==> src/rtl/regfile_pkg.sv <==
// Shared types and default sizing for the parameterised register file.
package regfile_pkg;

  typedef enum logic {
    IDLE  = 1'b0,
    CLEAR = 1'b1
  } state_t;

  localparam int DEFAULT_DATA_W = 16;
  localparam int DEFAULT_DEPTH  = 16;

endpackage

==> src/rtl/regfile_clear_seq.sv <==
// Clear-sweep sequencer: walks every register index once after reset or a clear request.
module regfile_clear_seq
  import regfile_pkg::*;
#(
  parameter int DEPTH  = DEFAULT_DEPTH,
  parameter int ADDR_W = $clog2(DEPTH)
) (
  input  logic              clk,
  input  logic              reset,
  input  logic              clear,
  output logic              busy,
  output logic              clr_en,
  output logic [ADDR_W-1:0] clr_addr
);

  state_t            state_q, state_d;
  logic [ADDR_W-1:0] idx_q, idx_d;

  always_ff @(posedge clk) begin
    if (!reset) begin
      state_q <= CLEAR;
      idx_q   <= '0;
    end else begin
      state_q <= state_d;
      idx_q   <= idx_d;
    end
  end

  // A clear request while already sweeping is ignored rather than restarting.
  always_comb begin
    state_d = state_q;
    idx_d   = idx_q;
    case (state_q)
      IDLE: begin
        if (clear) begin
          state_d = CLEAR;
          idx_d   = '0;
        end
      end
      CLEAR: begin
        idx_d = idx_q + ADDR_W'(1);
        if (idx_q == ADDR_W'(DEPTH - 1)) begin
          state_d = IDLE;
        end
      end
      default: begin
        state_d = CLEAR;
        idx_d   = '0;
      end
    endcase
  end

  always_comb begin
    busy     = (state_q == CLEAR);
    clr_en   = (state_q == CLEAR);
    clr_addr = idx_q;
  end

endmodule

==> src/rtl/regfile_param.sv <==
// Dual-read, single-write register file with registered reads and a clear sweep.
// Define REGFILE_ZERO_REG_EN to hard-wire register 0 to zero.
module regfile_param
  import regfile_pkg::*;
#(
  parameter  int DATA_W = DEFAULT_DATA_W,
  parameter  int DEPTH  = DEFAULT_DEPTH,
  localparam int ADDR_W = $clog2(DEPTH)
) (
  input  logic              clk,
  input  logic              reset,
  input  logic              write,
  input  logic [ADDR_W-1:0] address,
  input  logic [DATA_W-1:0] data,
  input  logic              read,
  input  logic [ADDR_W-1:0] read1,
  input  logic [ADDR_W-1:0] read2,
  output logic [DATA_W-1:0] value1,
  output logic [DATA_W-1:0] value2,
  output logic              rd_valid,
  input  logic              clear,
  output logic              busy,
  output logic              wr_err
);

`ifdef REGFILE_ZERO_REG_EN
  localparam bit ZERO_REG_EN = 1'b1;
`else
  localparam bit ZERO_REG_EN = 1'b0;
`endif

  logic              clr_en;
  logic [ADDR_W-1:0] clr_addr;

  logic [DATA_W-1:0] mem_q [DEPTH];
  logic [DATA_W-1:0] mem_d [DEPTH];
  logic [DATA_W-1:0] value1_q, value1_d;
  logic [DATA_W-1:0] value2_q, value2_d;
  logic              rd_valid_q, rd_valid_d;
  logic              wr_err_q, wr_err_d;

  logic              addr_is_zero_reg;
  logic              wr_ok;
  logic [DATA_W-1:0] rd1_word, rd2_word;

  regfile_clear_seq #(
    .DEPTH  (DEPTH),
    .ADDR_W (ADDR_W)
  ) u_clear_seq (
    .clk      (clk),
    .reset    (reset),
    .clear    (clear),
    .busy     (busy),
    .clr_en   (clr_en),
    .clr_addr (clr_addr)
  );

  assign addr_is_zero_reg = ZERO_REG_EN && (address == '0);
  assign wr_ok            = write && !busy && !addr_is_zero_reg;

  // Write-first bypass so a same-cycle write is visible on either read port.
  assign rd1_word = (ZERO_REG_EN && (read1 == '0)) ? '0 :
                    (wr_ok && (address == read1)) ? data : mem_q[read1];
  assign rd2_word = (ZERO_REG_EN && (read2 == '0)) ? '0 :
                    (wr_ok && (address == read2)) ? data : mem_q[read2];

  always_comb begin
    mem_d = mem_q;
    if (clr_en) begin
      mem_d[clr_addr] = '0;
    end
    if (wr_ok) begin
      mem_d[address] = data;
    end
  end

  always_comb begin
    value1_d   = value1_q;
    value2_d   = value2_q;
    rd_valid_d = 1'b0;
    wr_err_d   = write && busy && !addr_is_zero_reg;
    if (read) begin
      if (busy) begin
        value1_d = '0;
        value2_d = '0;
      end else begin
        value1_d   = rd1_word;
        value2_d   = rd2_word;
        rd_valid_d = 1'b1;
      end
    end
  end

  // Storage is not reset directly; the sweep that follows reset zeroes it.
  always_ff @(posedge clk) begin
    if (reset) begin
      mem_q <= mem_d;
    end
  end

  always_ff @(posedge clk) begin
    if (!reset) begin
      value1_q   <= '0;
      value2_q   <= '0;
      rd_valid_q <= 1'b0;
      wr_err_q   <= 1'b0;
    end else begin
      value1_q   <= value1_d;
      value2_q   <= value2_d;
      rd_valid_q <= rd_valid_d;
      wr_err_q   <= wr_err_d;
    end
  end

  assign value1   = value1_q;
  assign value2   = value2_q;
  assign rd_valid = rd_valid_q;
  assign wr_err   = wr_err_q;

endmodule
==> config.mk <==
export PLATFORM = sky130hd
export DESIGN_NAME = regfile_param
export DESIGN_NICKNAME = d
export VERILOG_FILES = /design/src/rtl/regfile_pkg.sv /design/src/rtl/regfile_clear_seq.sv /design/src/rtl/regfile_param.sv
export SDC_FILE = /design/constraint.sdc
export NUM_CORES = 1
export LEC_CHECK = 0
export CORE_ASPECT_RATIO = 0.9
export CORE_MARGIN = 2
export CORE_UTILIZATION = 57
export CTS_CLUSTER_DIAMETER = 120
export DETAILED_ROUTE_END_ITERATION = 7
export DONT_BUFFER_PORTS = 1
export GPL_TIMING_DRIVEN = 0
export PLACE_DENSITY_LB_ADDON = 0.05
export SLEW_MARGIN = 20
export SYNTH_ARGS = -nofsm -noshare
export SYNTH_HDL_FRONTEND = slang
export SYNTH_HIERARCHICAL = 1
export SYNTH_SLANG_ARGS = --single-unit
==> constraint.sdc <==
create_clock -name clk -period 2.4 [get_ports clk]
set_input_delay 0.48 -clock clk [delete_from_list [all_inputs] [get_ports clk]]
set_output_delay 0.48 -clock clk [all_outputs]
set_load 0.02 [all_outputs]
## Word level (Yosys, flattened, before mapping)

Index checks and enable logic that the tools add are counted.

- Input bits: 33
- Bits in registers: 295
- Logic and storage cells: 71
- Output and inout bits: 35

- Add/subtract/negate cells: 1
- Reduce and logical (&&, ||, !) cells: 8
- Bitwise logic cells: 7
- Muxes and demuxes: 23
- Equal/unequal tests: 4
- $lt $le $gt $ge: 6

Operators by type and width:

| kind | count |
|---|---|
| $mux W256 | 2 |
| $and A256 B256 Y256 | 1 |
| $bwmux W256 | 1 |
| $not A256 Y256 | 1 |
| $mux W16 | 10 |
| $bmux W16 S4 | 2 |
| $demux W16 S4 | 2 |
| $ge A5 B5 Y1 const B | 4 |
| $not A4 Y5 | 4 |
| $lt A5 B1 Y1 const B | 2 |
| $eq A4 B4 Y1 | 2 |
| $pmux W4 S2 | 1 |
| $logic_and A1 B1 Y1 | 6 |
| $add A4 B1 Y4 const B | 1 |
| $eq A4 B4 Y1 const B | 1 |
| $mux W4 | 1 |
| $mux W1 | 3 |
| $ne A2 B2 Y1 const B | 1 |
| $pmux W1 S2 | 1 |
| $reduce_and A2 Y1 | 1 |
| $logic_not A1 Y1 | 1 |
| $not A1 Y1 | 1 |

## Depth between registers and ports, before layout

- Depth after elaboration: 10
- Gate-level depth with buffers: 8
- Gate-level depth less buffers: 4

## Cells and area by module

Netlist, hierarchy kept.

By module, submodules not included:

| module | instances | area an instance (µm²) | seq. area each (µm²) | cells each |
|---|---|---|---|---|
| regfile_param | 1 | 17,471.8 | 8,368.0 | 1,570 |
| regfile_clear_seq | 1 | 262.8 | 100.1 | 27 |

## Least setup slack after synthesis

OpenSTA, ideal clock, no wires.

- Path kind: reg-to-reg
- From: reg u_clear_seq.state_q, in the netlist u_clear_seq/busy
- To: reg mem_q[173] in the netlist's numbering, data pin
- Stages on the path, launching flop included: 8
- Buffers on the path: 3
- Clock period less this slack: 2.048 ns
- Setup time: 0.269 ns
- Required time: 2.131 ns
- Path slack: 0.352 ns
- Arrival: 1.779 ns
- Cells stage by stage: dfxtp_1 > buf_4 > nand3b_1 > or3b_2 > clkbuf_1 > clkbuf_1 > nand2_1 > o21ai_0

RTL lines:

| item | RTL line | text |
|---|---|---|
| start, declared | regfile_clear_seq.sv:16 | `state_t state_q, state_d;` |
| start signal, assigned | regfile_clear_seq.sv:24 | `state_q <= state_d;` |
| end signal, assigned | regfile_param.sv:97 | `mem_q <= mem_d;` |
| end, declared | regfile_param.sv:35 | `logic [DATA_W-1:0] mem_q [DEPTH];` |

==> reports/qor.csv <==
metric;value;unit
status;finished clean;
ys.flop_type;edfxtp_1;
cts_tree;built;
fin_crit_sh;0.996;
period_needed;2390;ps
total_leakage_power;7.29;nW
syn_area;0.0177;mm2
r2r_setup_slack;10;ps
worstPathRequired;2630;ps
pwr_density_cell;670;mW/mm2
slowest_stage;clkbuf_1;
cts_max_path_buffers;3;
yosysTopAreaCellShare;0.433;
clock_sinks;295;
ys_warn_count;6;
dr_wl_met3;8080;um
drive_above_1_share;0.135;
insertion_delay;520;ps
slew_headroom;0.0961;
synth.ff_latch_count;295;
io_buffer_count;0;
avgRoutedWirePerCell;29.8;um
die_w;190;um
tightest_slew;1360;ps
area_delta_synth_final;9.34;%
worstPathMaxFanout;12;
yosysTopAreaCell;edfxtp_1;
synth_cells;1597;
multiInputGateArea;0.00853;mm2
met2_length;26900;um
yosysSeqAreaShare;0.477;
place.gp.congestion;0.964;
drv_cap;0;
drcViolationCount;0;
slew_violations;0;
vias_per_cell;6.95;
hpwl;42100;um
nFillCells;2482;
synth-async-reset-ratio;0;
drt_iter0_drc;2343;
grtUsageTotal;0.381;
power;13.0;mW
first_global_vias;13400;
hp-class;in2reg;
num_vias;14300;
path_cells;nand4bb_1, nor2_1, clkbuf_1, o21ai_0;
postRouteAntennaNets;0;
hold_slack;95.4;ps
grt_setup_unrepaired;yes;
start_util;0.577;
antenna_found_initial;0;
top_layer;met4;
critPathLaunchType;flip-flop;
avgSynthCellArea;11.1;um2
coreArea;0.0308;mm2
wl_met1;23800;um
arrival;2620;ps
setup_violations;0;
fmax;418;MHz
area.sequential;0.00847;mm2
cts.clk_slew.worst_paths;60;ps
rows;61;
hold_violations;0;
layout.nets;1665;
yosysUniqueCellTypes;52;
wl;61600;um
critical_path_class;reg2reg;
grt_pass1_wl;89400;um
htreeDepth;2;
skew;9.20;ps
synthesis.nets;1631;
cts_buffers;35;
endpoint_kind;flip-flop;
yosys-top-cells-area;edfxtp_1, mux4_2, nand2_1;
grt-ovfl-total;0;
diodes;0;
peakVddDrop;0.000517;V
die_height;171;um
dr.pass1.iters;6;
fp.dieArea;0.0325;mm2
ctsRootBufferMaster;clkbuf_16;
grt_max_degree;267;
postCtsHoldBufs;0;
cpPeakStageDelay;600;ps
io_pins;68;
synth_edf_count;256;
state kept, by name (all words and copies together) (netlist names):
name	count
mem_q	256
rd_valid	1
u_clear_seq/busy	1
u_clear_seq/clr_addr	4
value1	16
value2	16
wr_err	1
per-layer routing:
metal | global-route usage | vias up
met3 | 0.0871 | 170
met2 | 0.572 | 1170
met1 | 0.543 | 6989
met5 | 0 | -
li1 | - | 6019
met4 | 0.146 | 0
critical path, delay by kind of cell, from the launching register on:
| kind | cells | cell delay (ps) |
|---|---|---|
| simple gates | 2 | 870 |
| compound gates | 1 | 210 |
| flops | 1 | 410 |
| buf+inv | 1 | 600 |
cell usage in the layout, fill, tap and decap left out, types with 4 or more instances in the layout:
cell / instances
nand2_1: 459
edfxtp_1: 256
o21ai_0: 211
clkbuf_1: 89
mux2i_1: 89
mux4_2: 80
mux4_1: 47
dfxtp_1: 38
clkbuf_16: 37
buf_2: 34
a22o_1: 32
nor2_1: 24
nor2b_1: 23
buf_4: 16
and2_1: 16
a221o_1: 16
o21ai_1: 14
clkbuf_2: 13
a21oi_1: 13
nand2b_1: 13
a31oi_1: 9
buf_6: 8
mux2_2: 8
o32ai_1: 8
a211oi_1: 8
inv_1: 8
buf_1: 7
o22ai_1: 7
o211a_1: 7
clkinv_1: 7
and3_1: 4
xor2_1: 4
xnor2_1: 4
cell usage after synthesis (8+ instances only):
| master | count |
|---|---|
| a22o_1 | 32 |
| and2_1 | 16 |
| nor2_1 | 24 |
| a221o_1 | 16 |
| nand2_1 | 461 |
| mux2i_1 | 89 |
| dfxtp_1 | 39 |
| o21ai_1 | 14 |
| mux2_2 | 8 |
| a31oi_1 | 10 |
| buf_6 | 8 |
| mux4_2 | 80 |
| a21oi_1 | 13 |
| clkbuf_1 | 100 |
| edfxtp_1 | 256 |
| a211oi_1 | 8 |
| inv_1 | 8 |
| o32ai_1 | 8 |
| buf_2 | 32 |
| nand2b_1 | 13 |
| mux4_1 | 47 |
| buf_4 | 13 |
| o21ai_0 | 211 |
| nor2b_1 | 23 |
metrics by stage:
stage	area, um2	setup TNS [ps]	cells	setup slack (ps)	utilization
floorplan	17700	0	1597	352	-
global placement	18200	-31600	2006	-373	0.593
detailed placement	18200	-34990	2006	-396	0.593
CTS	19300	0	2066	1.48	0.629
global route	19400	-6.20	2065	-6.20	0.630
finish	19400	0	2065	9.84	0.630
final timing paths:
path                                             start                                    to  cells past startpoint
setup reg to reg           u_clear_seq/busy$_SDFF_PN1_                  mem_q[173]$_DFFE_PP_                      4
setup / recovery           u_clear_seq/busy$_SDFF_PN1_                  mem_q[173]$_DFFE_PP_                      4
hold reg to reg   u_clear_seq/clr_addr[2]$_SDFFE_PN0P_  u_clear_seq/clr_addr[2]$_SDFFE_PN0P_                      1
hold / removal                                   reset                   mem_q[34]$_DFFE_PP_                      0
power breakdown:
part | internal [mW] | total [mW] | switching [mW] | leakage (nW)
combinational | 0.723 | 1.60 | 0.881 | 3.93
clock | 3.01 | 5.16 | 2.15 | 0.527
sequential | 5.96 | 6.23 | 0.265 | 2.84
total | 9.70 | 13.0 | 3.29 | 7.29
layout make-up:
| type | instances | area share |
|---|---|---|
| Inverter | 8 | 0.00155 |
| Tap cell | 409 | 0.0264 |
| Clock buffer | 51 | 0.0520 |
| Clock inverter | 11 | 0.00368 |
| Sequential cell | 295 | 0.437 |
| Buffer | 154 | 0.0387 |
| Multi-Input combinational cell | 1134 | 0.440 |
| Timing Repair Buffer | 3 | 0.00116 |
logic make-up after synthesis:
family | Yosys count | share of synthesized area
flip-flops | 295 | 0.477
XOR/XNOR | 8 | 0.00395
AND/OR/NAND/NOR | 569 | 0.135
multiplexers | 224 | 0.227
buffers and inverters | 168 | 0.0440
AO/OA/AOI/OAI | 332 | 0.112
adder cells (fa/ha/maj) | 1 | 0.000705
repair_timing:
action                     in CTS  in global routing
setup endpoints to repair     170                147
buffers inserted                0                  3
resized for setup              10                 32
(Power assumes the default switching activity.)
